$ cat src/rtl/pong_pkg.sv
// Shared definitions for the pong display drawers (ball and paddles).
// Holds the screen geometry, the RGB565 colour constants, the draw-state
// enumeration used by every sprite drawer, and a helper that tells whether
// a widened (un-wrapped) coordinate lands on the visible screen.
package pong_pkg;

    localparam int unsigned SCREEN_W = 240;
    localparam int unsigned SCREEN_H = 320;

    localparam logic [15:0] RGB565_WHITE = 16'hFFFF;
    localparam logic [15:0] RGB565_BLACK = 16'h0000;

    typedef enum logic [1:0] {
        IDLE  = 2'd0,
        ERASE = 2'd1,
        DRAW  = 2'd2
    } draw_state_e;

    // Coordinates are one bit wider than the screen range so that an
    // origin near the edge plus an offset never wraps back on-screen.
    function automatic logic in_screen(
        input logic [8:0] x,
        input logic [9:0] y,
        input int unsigned w,
        input int unsigned h
    );
        return (x < 9'(w)) && (y < 10'(h));
    endfunction

endpackage

$ cat src/rtl/ball_sprite_drawer_if.sv
// Pixel write port between a sprite drawer and the LCD/framebuffer writer.
// A pixel transfers when pixel_valid && pixel_ready on a rising clock edge.
//   pixel_valid  : drawer -> writer, request to write one pixel
//   pixel_ready  : writer -> drawer, writer accepts this cycle
//   pixel_x      : column 0..239
//   pixel_y      : row 0..319
//   pixel_colour : RGB565 data
interface ball_sprite_drawer_if;

    logic        pixel_valid;
    logic        pixel_ready;
    logic [7:0]  pixel_x;
    logic [8:0]  pixel_y;
    logic [15:0] pixel_colour;

    modport master (
        output pixel_valid,
        output pixel_x,
        output pixel_y,
        output pixel_colour,
        input  pixel_ready
    );

    modport slave (
        input  pixel_valid,
        input  pixel_x,
        input  pixel_y,
        input  pixel_colour,
        output pixel_ready
    );

endinterface

$ cat src/rtl/ball_sprite_drawer_rect_scanner.sv
// Row-major scanner over a SIZE x SIZE rectangle with screen clipping.
// Keeps the (col,row) counter pair of the pixel currently being presented
// and looks one step ahead: given the control for this cycle and the origin
// that will apply next cycle, it produces the screen coordinate of the next
// pixel and whether that pixel is on screen, so the caller can register it.
//   clock, reset     : clock, synchronous active-high reset
//   clear            : next position is (0,0)
//   advance          : step to the next position (col fastest)
//   origin_x/y       : rectangle origin that applies to the next position
//   last             : current position is (SIZE-1, SIZE-1)
//   next_x/next_y    : next screen coordinate (valid when next_in_bounds)
//   next_in_bounds   : next coordinate lies inside the screen
module rect_scanner
    import pong_pkg::*;
#(
    parameter int unsigned SIZE     = 10,
    parameter int unsigned SCREEN_W = pong_pkg::SCREEN_W,
    parameter int unsigned SCREEN_H = pong_pkg::SCREEN_H
) (
    input  logic       clock,
    input  logic       reset,
    input  logic       clear,
    input  logic       advance,
    input  logic [7:0] origin_x,
    input  logic [8:0] origin_y,
    output logic       last,
    output logic [7:0] next_x,
    output logic [8:0] next_y,
    output logic       next_in_bounds
);

    localparam logic [3:0] LAST_IDX = 4'(SIZE - 1);

    logic [3:0] col_r;
    logic [3:0] row_r;
    logic [3:0] col_nxt_s;
    logic [3:0] row_nxt_s;
    logic [8:0] sum_x_s;
    logic [9:0] sum_y_s;

    // Next counter position: clear wins, otherwise step row-major.
    always_comb begin
        col_nxt_s = col_r;
        row_nxt_s = row_r;
        if (clear) begin
            col_nxt_s = 4'd0;
            row_nxt_s = 4'd0;
        end else if (advance) begin
            if (col_r == LAST_IDX) begin
                col_nxt_s = 4'd0;
                if (row_r == LAST_IDX) begin
                    row_nxt_s = 4'd0;
                end else begin
                    row_nxt_s = row_r + 4'd1;
                end
            end else begin
                col_nxt_s = col_r + 4'd1;
                row_nxt_s = row_r;
            end
        end else begin
            col_nxt_s = col_r;
            row_nxt_s = row_r;
        end
    end

    // Counter pair register.
    always_ff @(posedge clock) begin
        if (reset) begin
            col_r <= 4'd0;
            row_r <= 4'd0;
        end else begin
            col_r <= col_nxt_s;
            row_r <= row_nxt_s;
        end
    end

    // Widened sums so an origin near the edge cannot wrap back on-screen.
    assign sum_x_s        = {1'b0, origin_x} + {5'd0, col_nxt_s};
    assign sum_y_s        = {1'b0, origin_y} + {6'd0, row_nxt_s};
    assign next_x         = sum_x_s[7:0];
    assign next_y         = sum_y_s[8:0];
    assign next_in_bounds = in_screen(sum_x_s, sum_y_s, SCREEN_W, SCREEN_H);
    assign last           = (col_r == LAST_IDX) && (row_r == LAST_IDX);

endmodule

$ cat src/rtl/ball_sprite_drawer.sv
// Ball sprite drawer. On each frame tick it samples the ball position and
// rasterises the ball as a SIZE x SIZE square onto the pixel write port,
// first erasing the previously drawn square with the background colour.
// An unchanged position skips the update entirely. Ticks that arrive while
// an update runs collapse into one follow-on update.
//   clock, reset : system clock, synchronous active-high reset
//   frame_tick   : one-cycle redraw request
//   ball_x/y     : top-left corner of the ball
//   pix          : pixel write port (valid/ready, x, y, colour)
//   busy         : high whenever an update is in progress
//   done         : one-cycle pulse after an update finishes (or is skipped)
module ball_sprite_drawer
    import pong_pkg::*;
#(
    parameter int unsigned SIZE      = 10,
    parameter int unsigned SCREEN_W  = pong_pkg::SCREEN_W,
    parameter int unsigned SCREEN_H  = pong_pkg::SCREEN_H,
    parameter logic [15:0] FG_COLOUR = RGB565_WHITE,
    parameter logic [15:0] BG_COLOUR = RGB565_BLACK
) (
    input  logic                        clock,
    input  logic                        reset,
    input  logic                        frame_tick,
    input  logic [7:0]                  ball_x,
    input  logic [8:0]                  ball_y,
    ball_sprite_drawer_if.master        pix,
    output logic                        busy,
    output logic                        done
);

    draw_state_e state_r;
    draw_state_e state_nxt_s;

    logic [7:0]  old_x_r;
    logic [8:0]  old_y_r;
    logic [7:0]  new_x_r;
    logic [8:0]  new_y_r;
    logic        drawn_valid_r;
    logic        pending_r;
    logic        pending_nxt_s;

    logic        pixel_valid_r;
    logic [7:0]  pixel_x_r;
    logic [8:0]  pixel_y_r;
    logic [15:0] pixel_colour_r;
    logic        busy_r;
    logic        done_r;

    logic        start_s;
    logic        slot_done_s;
    logic        clear_s;
    logic        advance_s;
    logic        latch_s;
    logic        commit_s;
    logic        done_nxt_s;
    logic [7:0]  origin_x_s;
    logic [8:0]  origin_y_s;

    logic        last_s;
    logic [7:0]  next_x_s;
    logic [8:0]  next_y_s;
    logic        next_in_bounds_s;

    rect_scanner #(
        .SIZE     (SIZE),
        .SCREEN_W (SCREEN_W),
        .SCREEN_H (SCREEN_H)
    ) u_scanner (
        .clock          (clock),
        .reset          (reset),
        .clear          (clear_s),
        .advance        (advance_s),
        .origin_x       (origin_x_s),
        .origin_y       (origin_y_s),
        .last           (last_s),
        .next_x         (next_x_s),
        .next_y         (next_y_s),
        .next_in_bounds (next_in_bounds_s)
    );

    // A pending tick restarts an update exactly as a fresh tick would.
    assign start_s = frame_tick || pending_r;

    // The current scan slot is finished when its pixel is accepted, or at
    // once when it was off-screen (presented with pixel_valid low).
    assign slot_done_s = !pixel_valid_r || pix.pixel_ready;

    // Next-state, scanner control and origin selection.
    always_comb begin
        state_nxt_s   = state_r;
        pending_nxt_s = pending_r;
        clear_s       = 1'b0;
        advance_s     = 1'b0;
        latch_s       = 1'b0;
        commit_s      = 1'b0;
        done_nxt_s    = 1'b0;
        origin_x_s    = new_x_r;
        origin_y_s    = new_y_r;
        case (state_r)
            IDLE: begin
                if (start_s) begin
                    pending_nxt_s = 1'b0;
                    latch_s       = 1'b1;
                    if (drawn_valid_r && (ball_x == old_x_r) && (ball_y == old_y_r)) begin
                        done_nxt_s = 1'b1;
                    end else if (drawn_valid_r) begin
                        state_nxt_s = ERASE;
                        clear_s     = 1'b1;
                        origin_x_s  = old_x_r;
                        origin_y_s  = old_y_r;
                    end else begin
                        // New coordinates are not latched yet: use the inputs.
                        state_nxt_s = DRAW;
                        clear_s     = 1'b1;
                        origin_x_s  = ball_x;
                        origin_y_s  = ball_y;
                    end
                end else begin
                    state_nxt_s = IDLE;
                end
            end
            ERASE: begin
                pending_nxt_s = pending_r || frame_tick;
                origin_x_s    = old_x_r;
                origin_y_s    = old_y_r;
                if (slot_done_s) begin
                    if (last_s) begin
                        state_nxt_s = DRAW;
                        clear_s     = 1'b1;
                        origin_x_s  = new_x_r;
                        origin_y_s  = new_y_r;
                    end else begin
                        advance_s = 1'b1;
                    end
                end else begin
                    advance_s = 1'b0;
                end
            end
            DRAW: begin
                pending_nxt_s = pending_r || frame_tick;
                if (slot_done_s) begin
                    if (last_s) begin
                        state_nxt_s = IDLE;
                        commit_s    = 1'b1;
                        done_nxt_s  = 1'b1;
                    end else begin
                        advance_s = 1'b1;
                    end
                end else begin
                    advance_s = 1'b0;
                end
            end
            default: begin
                state_nxt_s = IDLE;
            end
        endcase
    end

    // Control state, position history and registered pixel outputs.
    always_ff @(posedge clock) begin
        if (reset) begin
            state_r        <= IDLE;
            pending_r      <= 1'b0;
            drawn_valid_r  <= 1'b0;
            old_x_r        <= 8'd0;
            old_y_r        <= 9'd0;
            new_x_r        <= 8'd0;
            new_y_r        <= 9'd0;
            pixel_valid_r  <= 1'b0;
            pixel_x_r      <= 8'd0;
            pixel_y_r      <= 9'd0;
            pixel_colour_r <= 16'd0;
            busy_r         <= 1'b0;
            done_r         <= 1'b0;
        end else begin
            state_r   <= state_nxt_s;
            pending_r <= pending_nxt_s;
            done_r    <= done_nxt_s;
            busy_r    <= (state_nxt_s != IDLE);
            if (latch_s) begin
                new_x_r <= ball_x;
                new_y_r <= ball_y;
            end
            if (commit_s) begin
                old_x_r       <= new_x_r;
                old_y_r       <= new_y_r;
                drawn_valid_r <= 1'b1;
            end
            // While stalled the scanner inputs are unchanged, so the
            // presented pixel is simply re-registered with the same value.
            pixel_valid_r <= (state_nxt_s != IDLE) && next_in_bounds_s;
            if (state_nxt_s != IDLE) begin
                pixel_x_r      <= next_x_s;
                pixel_y_r      <= next_y_s;
                pixel_colour_r <= (state_nxt_s == ERASE) ? BG_COLOUR : FG_COLOUR;
            end
        end
    end

    assign pix.pixel_valid  = pixel_valid_r;
    assign pix.pixel_x      = pixel_x_r;
    assign pix.pixel_y      = pixel_y_r;
    assign pix.pixel_colour = pixel_colour_r;
    assign busy             = busy_r;
    assign done             = done_r;

endmodule

$ cat src/flat_wrapper.sv
// flat-port wrapper written by rule: the top's interface ports become plain ports
module ball_sprite_drawer_flat import pong_pkg::*;
#(
    parameter int unsigned SIZE      = 10,
    parameter int unsigned SCREEN_W  = pong_pkg::SCREEN_W,
    parameter int unsigned SCREEN_H  = pong_pkg::SCREEN_H,
    parameter logic [15:0] FG_COLOUR = RGB565_WHITE,
    parameter logic [15:0] BG_COLOUR = RGB565_BLACK
)
  (clock, reset, frame_tick, ball_x, ball_y, busy, done, pix_pixel_valid, pix_pixel_x, pix_pixel_y, pix_pixel_colour, pix_pixel_ready);
  ball_sprite_drawer_if pix_i ();
  input  logic clock;
  input  logic reset;
  input  logic frame_tick;
  input  logic [7:0] ball_x;
  input  logic [8:0] ball_y;
  output logic busy;
  output logic done;
  output wire logic [$bits(pix_i.pixel_valid)-1:0] pix_pixel_valid;
  output wire logic [$bits(pix_i.pixel_x)-1:0] pix_pixel_x;
  output wire logic [$bits(pix_i.pixel_y)-1:0] pix_pixel_y;
  output wire logic [$bits(pix_i.pixel_colour)-1:0] pix_pixel_colour;
  input wire logic [$bits(pix_i.pixel_ready)-1:0] pix_pixel_ready;
  assign pix_pixel_valid = pix_i.pixel_valid;
  assign pix_pixel_x = pix_i.pixel_x;
  assign pix_pixel_y = pix_i.pixel_y;
  assign pix_pixel_colour = pix_i.pixel_colour;
  assign pix_i.pixel_ready = pix_pixel_ready;
  ball_sprite_drawer #(.SIZE(SIZE), .SCREEN_W(SCREEN_W), .SCREEN_H(SCREEN_H), .FG_COLOUR(FG_COLOUR), .BG_COLOUR(BG_COLOUR)) u_core (.clock(clock), .reset(reset), .frame_tick(frame_tick), .ball_x(ball_x), .ball_y(ball_y), .pix(pix_i), .busy(busy), .done(done));
endmodule
$ cat config.mk
export PLATFORM = sky130hd
export DESIGN_NAME = ball_sprite_drawer_flat
export DESIGN_NICKNAME = d
export VERILOG_FILES = /design/src/rtl/pong_pkg.sv /design/src/rtl/ball_sprite_drawer_if.sv /design/src/rtl/ball_sprite_drawer_rect_scanner.sv /design/src/rtl/ball_sprite_drawer.sv /design/src/flat_wrapper.sv
export SDC_FILE = /design/constraint.sdc
export NUM_CORES = 1
export LEC_CHECK = 0
export CORE_MARGIN = 4
export CORE_UTILIZATION = 30
export CTS_CLUSTER_SIZE = 14
export DETAILED_ROUTE_END_ITERATION = 7
export PLACE_DENSITY = 0.59
export SLEW_MARGIN = 20
export SYNTH_ARGS = -nofsm -noshare
export SYNTH_HDL_FRONTEND = slang
export SYNTH_SLANG_ARGS = --single-unit
$ cat constraint.sdc
create_clock -name clock -period 4.82 [get_ports clock]
set_input_delay 0.482 -clock clock [delete_from_list [all_inputs] [get_ports clock]]
set_output_delay 0.482 -clock clock [all_outputs]
set_load 0.01 [all_outputs]
==> out/qor.yml <==
clock_tree:
  clk-insertion-delay-late_ns: 0.34
  cts_setup_buffers: 0
  htree_levels: 3
  cts_resized: 0
  path_clk_slew_ns: 0.06
  clockBufferDepth: 2
  ctsHoldBuffers: 0
  cts-root-buf: "clkbuf_16"
  cts_tree: "yes"
  cts_made_buffers: 9
  cts_num_sinks: 67
floorplan:
  start_util_pct: 31.1
  fp.dieH_um: 120
  design.die.area_sq_mm: 0.0145
  rows: 40
  pin_count: 57
  die_w_um: 120
  core_area_sq_mm: 0.0122
timing:
  worst_pin_slew_ns: 1.12
  max_freq_mhz: 239
  period_minus_slack_ns: 4.18
  setup_viol: 0
  fin_skew_ns: 0.00613
  hold_violations: 0
  period_share_pct: 86.6
  grt_setup_unrepaired: "false"
  setup_tns_ns: 0
  slew-limit-headroom_pct: 25.2
  fin_hold_ws_ns: 0.469
  finalMaxSlewViolations: 0
setup_path:
  ff2ff_path_depth: 14
  critPathRequiredTime_ns: 5.08
  crit_end: "u_core.pix.pixel_valid"
  arrival_ns: 4.44
  cp-end-kind: "register"
  crit_start: "ball_x[0]"
  ff2ff_setup_slack_ns: 0.93
  path_class: "input pin to register"
  cp_max_fo: 6
  worst_r2r_endpoint: "u_core.pix.pixel_valid"
  r2r_start: "u_core.old_x_r[3]"
  crit_path_start_kind: "input pin"
route:
  firstDrtPassIters: 6
  vias: 3313
  drt_iter0_markers: 220
  drc: 0
  finalWirelength_mm: 10.2
  ant_nets: 0
  routedWlPerCell_um: 15.5
  via_per_inst: 5.04
synth:
  yosysTopAreaCell: "dfxtp_1"
  ys_seq_elements: 67
  synth_edf_count: 0
  synth-main-ff-cell: "dfxtp_1"
  syn-num-nets: 473
  syn-cell-area_sq_mm: 0.00379
  syn_inst: 436
  synth-async-reset-ratio_pct: 0
  avgSynthCellArea_sq_um: 8.70
  yosys_warnings: 0
  synthTopCellsByArea: "dfxtp_1 35%, mux2i_1 6.9%, nand2_1 5.3%, xnor2_1 5.1%, nor2_1 4.8%"
  yosysTopAreaCellShare_pct: 35.4
  synthDistinctLibCells: 55
  yosysSeqAreaShare_pct: 35.4
hold_path:
  hp-class: "register to register"
  whs_path_depth: 2
final_layout:
  multiInputGateArea_sq_mm: 0.00218
  fin_cells: 657
  final_common_cell: "dfxtp_1"
  seq_area_sq_mm: 0.00134
  layout-drive-gt1-share_pct: 9.41
  stdcell_area_sq_mm: 0.00476
  n_fill_cell: 1252
  area_growth_pct: 25.6
  final_nets: 521
  final_cell_mix: "67 x dfxtp_1, 55 x clkdlybuf4s50_1, 54 x nand2_1"
  antennaDiodeCount: 0
power:
  powerDensity_mw_per_mm2: 333
  pwr-share-clk_pct: 42.1
  switchingPower_uw: 452
  power_frac_seq_pct: 38.4
  p_comb_share_pct: 19.5
  power.internal_mw: 1.13
  switching_share_pct: 28.6
  peakVddDrop_mv: 0.175
  p_leak_nw: 1.94
placement:
  place_congestion: 0.868
  hpwl_mm: 7.52
  place_area_sq_mm: 0.00446
  place_inst: 641
  portBuffers: 56
status:
  outcome: "complete, no violations"
global_route:
  grt_remaining_overflow: 0
  first_global_vias: 3118
  grt.total_usage_pct: 14.2
  grt_max_degree: 40
  antenna_found_initial: 0
  grt_pass1_wl_mm: 16.1
job:
  drv_cap: 0
## registers in the layout, indices dropped and copies added (netlist names)
name and cells:
u_core.old_y_r 9, u_core.old_x_r 8, u_core.busy 1, u_core.done 1, u_core.u_scanner.col_r 4, u_core.pending_r 1, u_core.pix.pixel_colour 1, u_core.u_scanner.row_r 4
u_core.pix.pixel_x 8, u_core.pix.pixel_y 9, u_core.drawn_valid_r 1, u_core.new_y_r 9, u_core.new_x_r 8, u_core.pix.pixel_valid 1, u_core.state_r 2
## Yosys cell counts, types with 11 or more instances
master / instances
a222oi_1: 12
nor2_1: 49
a21oi_1: 31
mux2i_1: 26
xnor2_1: 22
nand2_1: 54
ha_1: 14
dfxtp_1: 67
inv_1: 20
xor2_1: 11
buf_4: 15
## worst max-delay path, cell delays in order
cell and delay [ns]:
clkdlybuf4s50_1 0.56, xnor2_1 0.15, nand4_1 0.15, or3_4 0.45, o21ai_0 0.46, nand2_1 0.16, nor2_1 0.29, ha_1 0.28
a21o_1 0.15, a21o_1 0.20, a21oi_1 0.33, inv_1 0.07, a2111oi_0 0.42, o21ai_1 0.14, a211oi_2 0.14
## worst min-delay path by stage
stage | endpoint | startpoint | slack, ns
after floorplan | u_core.new_x_r[0] | u_core.new_x_r[0] | 0.45
after global placement | u_core.new_x_r[7] | u_core.new_x_r[7] | 0.46
after detailed placement | u_core.new_y_r[0] | u_core.new_y_r[0] | 0.46
after CTS | u_core.new_x_r[2] | u_core.new_x_r[2] | 0.47
after global routing | u_core.new_y_r[3] | u_core.new_y_r[3] | 0.50
final | u_core.pix.pixel_y[5] | u_core.pix.pixel_y[5] | 0.47
## cell type report
class	count	share of cell area (%)
Multi-Input combinational cell	317	45.8
Sequential cell	67	28.2
Timing Repair Buffer	68	13.6
Clock buffer	9	4.73
Tap cell	168	4.41
Clock inverter	7	1.66
Inverter	21	1.66
## cell families after synthesis
| family | after synthesis | share of synthesized area, % |
|---|---|---|
| AND/OR/NAND/NOR | 152 | 19.4 |
| buffers and inverters | 52 | 7.09 |
| flip-flops | 67 | 35.4 |
| adder cells (fa/ha/maj) | 16 | 5.67 |
| XOR/XNOR | 33 | 7.62 |
| AO/OA/AOI/OAI | 90 | 18.0 |
| multiplexers | 26 | 6.86 |
## routing by layer
| layer | share of wire [%] | vias to the layer above | track usage (%) |
|---|---|---|---|
| li1 | - | 1617 | - |
| met2 | 46 | 93 | 23.1 |
| met1 | 47 | 1592 | 18.4 |
| met5 | 0 | - | 0 |
| met3 | 5.5 | 11 | 3.23 |
| met4 | 1.5 | 0 | 5.03 |
## power by group through the flow
stage               combinational [mW]  clock [mW]  sequential (mW)
floorplan                        0.188           0            0.623
global placement                 0.307           0            0.620
detailed placement               0.311           0            0.621
CTS                              0.312       0.681            0.609
global route                     0.336       0.702            0.614
finish                           0.309       0.667            0.608
## through the flow
step	util [%]	total power [mW]	worst slack, ns
6_report	39.0	1.58	0.644
3_5_place_dp	36.5	0.931	0.318
3_3_place_gp	36.5	0.927	0.375
2_1_floorplan	-	0.811	1.18
4_1_cts	39.0	1.60	0.640
5_1_grt	39.0	1.65	0.257
(Power assumes the default switching activity.)
